==> config.mk <==
export PLATFORM = sky130hd
export DESIGN_NAME = mc_control_unit
export DESIGN_NICKNAME = d
export VERILOG_FILES = /design/src/rtl/cpu_ctrl_pkg.sv /design/src/rtl/ctrl_decoder.sv /design/src/rtl/mc_control_unit.sv
export SDC_FILE = /design/constraint.sdc
export NUM_CORES = 1
export LEC_CHECK = 0
export CAP_MARGIN = 0
export CORE_MARGIN = 3
export CORE_UTILIZATION = 40
export CTS_CLUSTER_SIZE = 14
export DETAILED_ROUTE_END_ITERATION = 7
export GPL_TIMING_DRIVEN = 0
export HOLD_SLACK_MARGIN = 0.03
export PLACE_DENSITY_LB_ADDON = 0.08
export SKIP_CTS_REPAIR_TIMING = 1
export SYNTH_ARGS = -nofsm -noshare
export SYNTH_HDL_FRONTEND = slang
export SYNTH_HIERARCHICAL = 1
export SYNTH_SLANG_ARGS = --single-unit
==> constraint.sdc <==
create_clock -name CLK -period 1.95 [get_ports CLK]
set_input_delay 0.39 -clock CLK [delete_from_list [all_inputs] [get_ports CLK]]
set_output_delay 0.39 -clock CLK [all_outputs]
set_load 0.01 [all_outputs]
==> src/rtl/cpu_ctrl_pkg.sv <==
// Shared opcodes, ALU selects, FSM encoding and the control bundle for the
// multi-cycle control unit.
package cpu_ctrl_pkg;

    localparam logic [31:0] OP_LOADI = 32'h00;
    localparam logic [31:0] OP_MOV   = 32'h01;
    localparam logic [31:0] OP_ADD   = 32'h02;
    localparam logic [31:0] OP_SUB   = 32'h03;
    localparam logic [31:0] OP_AND   = 32'h04;
    localparam logic [31:0] OP_OR    = 32'h05;
    localparam logic [31:0] OP_JUMP  = 32'h06;
    localparam logic [31:0] OP_BEQ   = 32'h07;
    localparam logic [31:0] OP_LWD   = 32'h08;
    localparam logic [31:0] OP_LWI   = 32'h09;
    localparam logic [31:0] OP_SWD   = 32'h0A;
    localparam logic [31:0] OP_SWI   = 32'h0B;
    localparam logic [31:0] OP_MULT  = 32'h0C;
    localparam logic [31:0] OP_SLL   = 32'h0D;
    localparam logic [31:0] OP_SRL   = 32'h0E;
    localparam logic [31:0] OP_SRA   = 32'h0F;
    localparam logic [31:0] OP_ROR   = 32'h10;
    localparam logic [31:0] OP_BNE   = 32'h11;

    localparam logic [3:0] ALU_FWD = 4'h0;
    localparam logic [3:0] ALU_ADD = 4'h1;
    localparam logic [3:0] ALU_AND = 4'h2;
    localparam logic [3:0] ALU_OR  = 4'h3;
    localparam logic [3:0] ALU_JMP = 4'h4;
    localparam logic [3:0] ALU_LD  = 4'h5;
    localparam logic [3:0] ALU_ST  = 4'h6;
    localparam logic [3:0] ALU_MUL = 4'h7;
    localparam logic [3:0] ALU_SLL = 4'h8;
    localparam logic [3:0] ALU_SRL = 4'h9;
    localparam logic [3:0] ALU_SRA = 4'hA;
    localparam logic [3:0] ALU_ROR = 4'hB;

    typedef enum logic [1:0] {
        S_IDLE     = 2'd0,
        S_EXEC     = 2'd1,
        S_MEM_WAIT = 2'd2,
        S_WB       = 2'd3
    } state_t;

    typedef struct packed {
        logic [3:0] aluop;
        logic       we;
        logic       twos;
        logic       immed;
        logic       branch;
        logic       bne;
        logic       jump;
        logic       wmux;
        logic       read;
        logic       write;
        logic       illegal;
    } ctrl_t;

endpackage

==> src/rtl/ctrl_decoder.sv <==
// Combinational opcode -> control bundle; extended ops decode as illegal
// when EN_EXT is 0.
module ctrl_decoder
    import cpu_ctrl_pkg::*;
#(
    parameter int OPCODE_W = 8,
    parameter int EN_EXT   = 1
) (
    input  logic [OPCODE_W-1:0] opcode,
    output ctrl_t               ctrl,
    output logic                is_mem,
    output logic                is_load,
    output logic                illegal
);

    logic [31:0] opx;
    logic        ext;

    assign opx = 32'(opcode);
    assign ext = (EN_EXT != 0);

    always_comb begin
        ctrl = '0;
        case (opx)
            OP_LOADI: begin ctrl.aluop = ALU_FWD; ctrl.we = 1'b1; ctrl.immed = 1'b1; end
            OP_MOV:   begin ctrl.aluop = ALU_FWD; ctrl.we = 1'b1; end
            OP_ADD:   begin ctrl.aluop = ALU_ADD; ctrl.we = 1'b1; end
            OP_SUB:   begin ctrl.aluop = ALU_ADD; ctrl.we = 1'b1; ctrl.twos = 1'b1; end
            OP_AND:   begin ctrl.aluop = ALU_AND; ctrl.we = 1'b1; end
            OP_OR:    begin ctrl.aluop = ALU_OR;  ctrl.we = 1'b1; end
            OP_JUMP:  begin ctrl.aluop = ALU_JMP; ctrl.jump = 1'b1; end
            OP_BEQ:   begin ctrl.aluop = ALU_ADD; ctrl.twos = 1'b1; ctrl.branch = 1'b1; end
            // loads write back only from the WB state, so we stays low here
            OP_LWD:   begin ctrl.aluop = ALU_LD;  ctrl.read = 1'b1; end
            OP_LWI:   begin ctrl.aluop = ALU_LD;  ctrl.read = 1'b1; ctrl.immed = 1'b1; end
            OP_SWD:   begin ctrl.aluop = ALU_ST;  ctrl.write = 1'b1; end
            OP_SWI:   begin ctrl.aluop = ALU_ST;  ctrl.write = 1'b1; ctrl.immed = 1'b1; end
            OP_MULT:  if (ext) begin ctrl.aluop = ALU_MUL; ctrl.we = 1'b1; end
                      else ctrl.illegal = 1'b1;
            OP_SLL:   if (ext) begin ctrl.aluop = ALU_SLL; ctrl.we = 1'b1; ctrl.immed = 1'b1; end
                      else ctrl.illegal = 1'b1;
            OP_SRL:   if (ext) begin ctrl.aluop = ALU_SRL; ctrl.we = 1'b1; ctrl.immed = 1'b1; end
                      else ctrl.illegal = 1'b1;
            OP_SRA:   if (ext) begin ctrl.aluop = ALU_SRA; ctrl.we = 1'b1; ctrl.immed = 1'b1; end
                      else ctrl.illegal = 1'b1;
            OP_ROR:   if (ext) begin ctrl.aluop = ALU_ROR; ctrl.we = 1'b1; ctrl.immed = 1'b1; end
                      else ctrl.illegal = 1'b1;
            OP_BNE:   if (ext) begin ctrl.aluop = ALU_ADD; ctrl.twos = 1'b1; ctrl.bne = 1'b1; end
                      else ctrl.illegal = 1'b1;
            default:  ctrl.illegal = 1'b1;
        endcase
    end

    assign is_mem  = ctrl.read | ctrl.write;
    assign is_load = ctrl.read;
    assign illegal = ctrl.illegal;

endmodule

==> src/rtl/mc_control_unit.sv <==
// Registered multi-cycle control unit: decode on accept, hold memory strobes
// through BUSYWAIT, write loads back in a dedicated WB cycle.
module mc_control_unit
    import cpu_ctrl_pkg::*;
#(
    parameter int INSTR_W  = 32,
    parameter int OPCODE_W = 8,
    parameter int ALUOP_W  = 4,
    parameter int EN_EXT   = 1
) (
    input  logic               CLK,
    input  logic               RESET_N,
    input  logic [INSTR_W-1:0] INSTRUCTION,
    input  logic               INSTR_VALID,
    output logic               INSTR_READY,
    input  logic               BUSYWAIT,
    output logic [ALUOP_W-1:0] ALUOP,
    output logic               WRITEENABLE,
    output logic               TWOSCOMPMUX_SEL,
    output logic               IMMEDMUX_SEL,
    output logic               BRANCHENABLE,
    output logic               BNEENABLE,
    output logic               JUMPENABLE,
    output logic               WRITEMUX_SEL,
    output logic               READ,
    output logic               WRITE,
    output logic               ILLEGAL
);

    state_t              state;
    ctrl_t               ctrl_q;
    ctrl_t               dec;
    logic                dec_mem, dec_load, dec_ill;
    logic                mem_q, load_q;
    logic                accept;
    logic [OPCODE_W-1:0] opcode;
    logic                unused_operand;

    assign opcode         = INSTRUCTION[INSTR_W-1 -: OPCODE_W];
    assign unused_operand = ^INSTRUCTION[INSTR_W-OPCODE_W-1:0];

    ctrl_decoder #(.OPCODE_W(OPCODE_W), .EN_EXT(EN_EXT)) u_dec (
        .opcode  (opcode),
        .ctrl    (dec),
        .is_mem  (dec_mem),
        .is_load (dec_load),
        .illegal (dec_ill)
    );

    // Stores free the issue slot in the cycle their access completes.
    always_comb begin
        case (state)
            S_IDLE:     INSTR_READY = 1'b1;
            S_EXEC:     INSTR_READY = !mem_q;
            S_MEM_WAIT: INSTR_READY = !load_q && !BUSYWAIT;
            default:    INSTR_READY = 1'b1;
        endcase
    end

    assign accept = INSTR_VALID && INSTR_READY;

    always_ff @(posedge CLK or negedge RESET_N) begin
        if (!RESET_N) begin
            state  <= S_IDLE;
            ctrl_q <= '0;
            mem_q  <= 1'b0;
            load_q <= 1'b0;
        end else if (accept) begin
            state          <= S_EXEC;
            ctrl_q         <= dec;
            ctrl_q.illegal <= dec_ill;
            mem_q          <= dec_mem;
            load_q         <= dec_load;
        end else begin
            case (state)
                S_EXEC: begin
                    if (mem_q) state <= S_MEM_WAIT;
                    else begin
                        state  <= S_IDLE;
                        ctrl_q <= '0;
                    end
                end
                S_MEM_WAIT: begin
                    if (!BUSYWAIT) begin
                        if (load_q) begin
                            state       <= S_WB;
                            ctrl_q.read <= 1'b0;
                            ctrl_q.we   <= 1'b1;
                            ctrl_q.wmux <= 1'b1;
                        end else begin
                            state  <= S_IDLE;
                            ctrl_q <= '0;
                        end
                    end
                end
                S_WB: begin
                    state  <= S_IDLE;
                    ctrl_q <= '0;
                end
                default: state <= S_IDLE;
            endcase
        end
    end

    assign ALUOP           = ALUOP_W'(ctrl_q.aluop);
    assign WRITEENABLE     = ctrl_q.we;
    assign TWOSCOMPMUX_SEL = ctrl_q.twos;
    assign IMMEDMUX_SEL    = ctrl_q.immed;
    assign BRANCHENABLE    = ctrl_q.branch;
    assign BNEENABLE       = ctrl_q.bne;
    assign JUMPENABLE      = ctrl_q.jump;
    assign WRITEMUX_SEL    = ctrl_q.wmux;
    assign READ            = ctrl_q.read;
    assign WRITE           = ctrl_q.write;
    assign ILLEGAL         = ctrl_q.illegal;

endmodule

==> results of run 1 <==
==> metrics by stage <==
step | utilization, % | std cells | setup WS, ns
after floorplan | - | 137 | 0.00209
after global placement | 52.9 | 206 | -0.420
after detailed placement | 52.9 | 206 | -0.443
after CTS | 54.0 | 210 | -0.548
after global routing | 57.4 | 217 | -0.0995
final | 57.4 | 217 | -0.0536
==> power by group through the flow <==
stage	sequential [mW]	combinational, mW	clock (mW)
floorplan	0.406	0.113	0
global placement	0.401	0.196	0
detailed placement	0.402	0.201	0
CTS	0.395	0.201	0.241
global route	0.395	0.245	0.267
finish	0.393	0.227	0.234
==> placed cells by master (no fill, tap or decap), types with 3 or more instances in the layout <==
cell type	instances
clkdlybuf4s50_1	24
dfrtp_1	18
o31a_1	11
mux2_2	9
inv_1	7
o21ai_0	7
a21oi_1	7
nand2_1	7
buf_4	7
nand2b_1	6
buf_6	5
mux2_4	5
buf_2	4
and2_1	3
clkbuf_4	3
nor3_1	3
nor2_1	3
==> sequential cells by signal (all words and copies together), names as in the netlist <==
register         cells
ALUOP                4
mem_q                1
BNEENABLE            1
WRITEMUX_SEL         1
READ                 1
BRANCHENABLE         1
state                2
ILLEGAL              1
IMMEDMUX_SEL         1
TWOSCOMPMUX_SEL      1
WRITE                1
JUMPENABLE           1
load_q               1
WRITEENABLE          1
==> cell type report <==
class	instances	share of cell area [%]
Inverter	7	1.46
Timing Repair Buffer	32	18.6
Tap cell	44	3.07
Sequential cell	18	25.1
Buffer	13	6.06
Multi-Input combinational cell	99	43.7
Clock buffer	4	2.02
==> worst paths after layout <==
| path | startpoint | endpoint | slack [ns] | depth (start not counted) |
|---|---|---|---|---|
| min in group CLK | READ$_DFFE_PN0P_ | READ$_DFFE_PN0P_ | 0.57 | 2 |
| setup reg to reg | state[0]$_DFFE_PN0P_ | ILLEGAL$_DFFE_PN0P_ | -0.05 | 8 |
| hold / removal | RESET_N | WRITEENABLE$_DFFE_PN0P_ | 0.56 | 1 |
| max in group asynchronous | RESET_N | ILLEGAL$_DFFE_PN0P_ | 0.88 | 1 |
| hold reg to reg | READ$_DFFE_PN0P_ | READ$_DFFE_PN0P_ | 0.57 | 2 |
| setup / recovery | state[0]$_DFFE_PN0P_ | ILLEGAL$_DFFE_PN0P_ | -0.05 | 8 |
==> layer usage <==
| layer | vias up | track usage (%) | wire length, um |
|---|---|---|---|
| li1 | 572 | - | - |
| met1 | 540 | 21.0 | 1510 |
| met2 | 19 | 24.8 | 1430 |
| met3 | 2 | 3.87 | 101 |
| met4 | 0 | 4.04 | 17 |
| met5 | - | 0 | 0 |
==> critical path, cell delays in order, from the launching register on <==
cell and delay, ns:
dfrtp_1 0.41, inv_1 0.07, ha_2 0.16, buf_6 0.08
or3b_4 0.38, a31o_1 0.23, buf_6 0.13, buf_12 0.13
mux2_4 0.29
==> run_results.csv, run 1 <==
group,metric,value,unit
timing,drv_slew,0,
finish,stdcell_area,1800,um2
timing,fmax,0.499,GHz
timing,final.setup_skew,0.00786,ns
hold_path,min_path_type,"in2async",
cts,cts_tree,"done",
power,powerDensity,476,nW/um2
timing,slew_headroom,44.9,%
placement,numPortBuffers,25,
timing,fin_crit_sh,103,%
floorplan,coreArea,3130,um2
timing,finalHoldViolations,0,
timing,holdWs,0.555,ns
cts,cts_buffer_depth,2,
detailed_routing,antenna_left,0,
job,cap_violations,0,
finish,fill_cells,313,
grt,grt_use_total,15.6,%
power,p_int,0.621,mW
floorplan,start_util,42.9,%
finish,regArea,450,um2
grt,gr-total-overflow,0,
setup_path,startpoint_type,"flip-flop",
detailed_routing,drt-initial-drc-count,22,
setup_path,worstPathRequired,2.13,ns
yosys,netlist_instances,137,
power,pwr-share-clk,27.4,%
detailed_routing,drc,0,
yosys,syn_nets,176,
cts,cts-root-buf,"clkbuf_4",
run_status,status,"finished with violations",
detailed_routing,dr.pass1.iters,4,
detailed_routing,via_count,1133,
power,ir_worst_vdd,0.235,mV
placement,dpl_cell_area,1650,um2
yosys,synth_area_per_cell,9.80,um2
floorplan,die_h,63.9,um
detailed_routing,wl_per_cell,14.1,um
power,netSwitchingFraction,27.3,%
detailed_routing,drt-total-wl,3.05,mm
cts,clk_pin_slew,0.11,ns
finish,multi_input_area,785,um2
finish,nets,213,
timing,worst_slack,-0.0536,ns
yosys,ys_warn_count,6,
floorplan,fp-row-count,20,
finish,diodes,0,
placement,dp_hpwl,2.33,mm
power,power_frac_seq,46.1,%
cts,htree_num_levels,1,
cts,cts_sinks,18,
power,finalPower,0.854,mW
timing,worst_slew_pin_slew,0.824,ns
timing,period_minus_slack,2.00,ns
cts,clk_latency,0.29,ns
run_status,violations,"setup timing",
timing,tns,-0.505,ns
finish,synthToLayoutAreaGrowth,33.7,%
power,comb_power_share,26.6,%
yosys,syn_area,1340,um2
setup_path,worstPathMaxFanout,5,
power,p_switching,0.233,mW
cts,cts_buffers,3,
setup_path,crit_type,"reg2reg",
grt,grt_pass1_wl,4.97,mm
finish,layout-drive-gt1-share,26.6,%
floorplan,ios,51,
grt,antenna_found_initial,0,
setup_path,crit_arrival,2.19,ns
power,leakage,0.768,nW
floorplan,die_area,4090,um2
grt,grt_max_degree,19,
detailed_routing,viasPerCell,5.22,
timing,setup_violations,15,
setup_path,crit_path_end_kind,"flip-flop",
placement,globalplace.congestion,0.833,
floorplan,dieWidth,63.9,um
timing,rsz0062_at_grt,"true",
grt,grt_pass1_vias,1072,
Power figures use the tool's default switching activity.
==> inputs of run 2 (changes only) <==
- ABC_CLOCK_PERIOD_IN_PS: unset -> 1950
==> results of run 2 <==
Same layout as run 1: the final DEF is identical, and so are final timing and power.
==> inputs of run 3 (changes only) <==
- CORE_MARGIN: 3 -> 4
==> run 3 against run 2 <==
  * The run still ends with setup timing left
  * Via count rose by 1.1%
  * Combinational power barely moved
  * Critical path depth did not move
  * Die area rose by 6.4%
  * Hold slack got worse by 0.0017 ns
  * Cell count rose by 0.46%
  * Count of clock-buffer cells in the layout did not move
  * Fmax fell by 1.5%
  * Cell area fell by 0.42%
  * Critical path type unchanged
  * Largest power group unchanged
==> run_results.csv, run 3 (synthesis results as in run 1) <==
group,metric,value,unit
cts,cts-root-buf,"clkbuf_4",
run_status,status,"finished with violations",
timing,setup_violations,15,
setup_path,worstPathRequired,2.13,ns
finish,diodes,0,
setup_path,worstPathMaxFanout,5,
grt,grt_pass1_wl,5.06,mm
cts,htree_num_levels,1,
floorplan,die_h,65.9,um
power,powerDensity,477,nW/um2
setup_path,cp_top_family,"buffers and inverters",
setup_path,max_stage_delay,0.41,ns
detailed_routing,wl_per_cell,14.6,um
finish,synthToLayoutAreaGrowth,33.2,%
detailed_routing,drc,0,
setup_path,path_cells,"inv_1 > ha_2 > buf_6 > or3b_4 > a31o_1 > buf_6 > buf_4 > mux2_2",
floorplan,start_util,42.9,%
cts,cts_buffers,3,
cts,cts_buffer_depth,2,
cts,cts_tree,"done",
grt,gr-total-overflow,0,
finish,final_common_cell,"clkdlybuf4s50_1",
floorplan,die_area,4350,um2
timing,fmax,0.492,GHz
detailed_routing,antenna_left,0,
floorplan,coreArea,3130,um2
detailed_routing,drt-total-wl,3.17,mm
timing,rsz0062_at_grt,"true",
finish,regArea,450,um2
detailed_routing,drt-initial-drc-count,31,
power,leakage,0.769,nW
floorplan,fp-row-count,20,
detailed_routing,via_count,1146,
grt,grt_use_total,15.0,%
timing,drv_slew,0,
run_status,violations,"setup timing",
finish,final_cell_mix,"clkdlybuf4s50_1, dfrtp_1, o31a_1, mux2_2, buf_4",
hold_path,min_path_type,"in2async",
placement,dp_hpwl,2.32,mm
timing,slew_headroom,46.1,%
finish,layout-drive-gt1-share,26.4,%
timing,period_minus_slack,2.03,ns
setup_path,worst-path-buf-inv,4,
setup_path,crit_path_end_kind,"flip-flop",
cts,cts_sinks,18,
timing,worst_slack,-0.0835,ns
finish,nets,214,
cts,clk_latency,0.29,ns
timing,final.setup_skew,0.00435,ns
setup_path,crit_type,"reg2reg",
floorplan,dieWidth,65.9,um
timing,fin_crit_sh,104,%
job,cap_violations,0,
grt,antenna_found_initial,0,
setup_path,startpoint_type,"flip-flop",
detailed_routing,dr.pass1.iters,4,
finish,largest_reg_flops,4,
setup_path,cp_slowest_cell,"dfrtp_1",
detailed_routing,viasPerCell,5.26,
grt,grt_max_degree,19,
timing,finalHoldViolations,0,
timing,worst_slew_pin_slew,0.805,ns
power,ir_worst_vdd,0.246,mV
finish,fill_cells,305,
cts,clk_pin_slew,0.11,ns
setup_path,crit_arrival,2.21,ns
placement,dp_slack,-0.433,ns
floorplan,ios,51,
placement,globalplace.congestion,0.817,
power,finalPower,0.853,mW
placement,numPortBuffers,25,
grt,grt_pass1_vias,1065,
setup_path,critical_path.most_common_cell,"buf_6",
finish,multi_input_area,778,um2
## run 3: cell count changes in the layout (fill, tap and decap cells not counted), sizes merged
cell  before  now
buf       18   19
## run 3: path summary, 6_finish.rpt
path                                 startpoint  slack [ns]                       end  cells past startpoint
hold reg to reg                READ$_DFFE_PN0P_        0.57          READ$_DFFE_PN0P_                      2
setup / recovery           state[0]$_DFFE_PN0P_       -0.08  IMMEDMUX_SEL$_DFFE_PN0P_                      8
max in group asynchronous               RESET_N        0.89  IMMEDMUX_SEL$_DFFE_PN0P_                      1
min in group CLK               READ$_DFFE_PN0P_        0.57          READ$_DFFE_PN0P_                      2
hold / removal                          RESET_N        0.55   WRITEENABLE$_DFFE_PN0P_                      1
setup reg to reg           state[0]$_DFFE_PN0P_       -0.08  IMMEDMUX_SEL$_DFFE_PN0P_                      8
## run 3: area by class of cell
class | count | area share (%)
timing repair buffer | 33 | 18.6
multi-input combinational | 99 | 43.5
buffer | 13 | 6.09
sequential | 18 | 25.2
tap | 44 | 3.08
inverter | 7 | 1.47
clock buffer | 4 | 2.03
## run 3: report_power, final
part | internal, mW | switching, mW | leakage [nW]
combinational | 0.121 | 0.108 | 0.505
sequential | 0.386 | 0.00761 | 0.243
clock | 0.114 | 0.116 | 0.0210
total | 0.621 | 0.231 | 0.769
## run 3: per-stage QoR
stage	TNS, ns	utilization, %	hold slack, ns	cells	instance area (um2)
6_report	-0.994	57.2	0.554	218	1790
5_1_grt	-1.74	57.2	0.615	218	1790
4_1_cts	-1.90	54.0	0.576	210	1690
3_5_place_dp	-3.85	52.9	0.561	206	1650
3_3_place_gp	-3.60	52.9	0.541	206	1650
2_1_floorplan	0	-	0.0944	137	1350
## run 3: worst register-to-register path: stages, from the launching register on
cell     delay (ns)
dfrtp_1        0.41
inv_1          0.07
ha_2           0.17
buf_6          0.09
or3b_4         0.40
a31o_1         0.24
buf_6          0.13
buf_4          0.15
mux2_2         0.27
## run 3: metal layers
metal,global-route usage (%),part of all wire (%),vias to the layer above
met4,3.81,0.54,0
met3,3.23,3.5,2
li1,-,-,582
met1,21.0,49,545
met2,23.4,47,17
met5,0,0,-
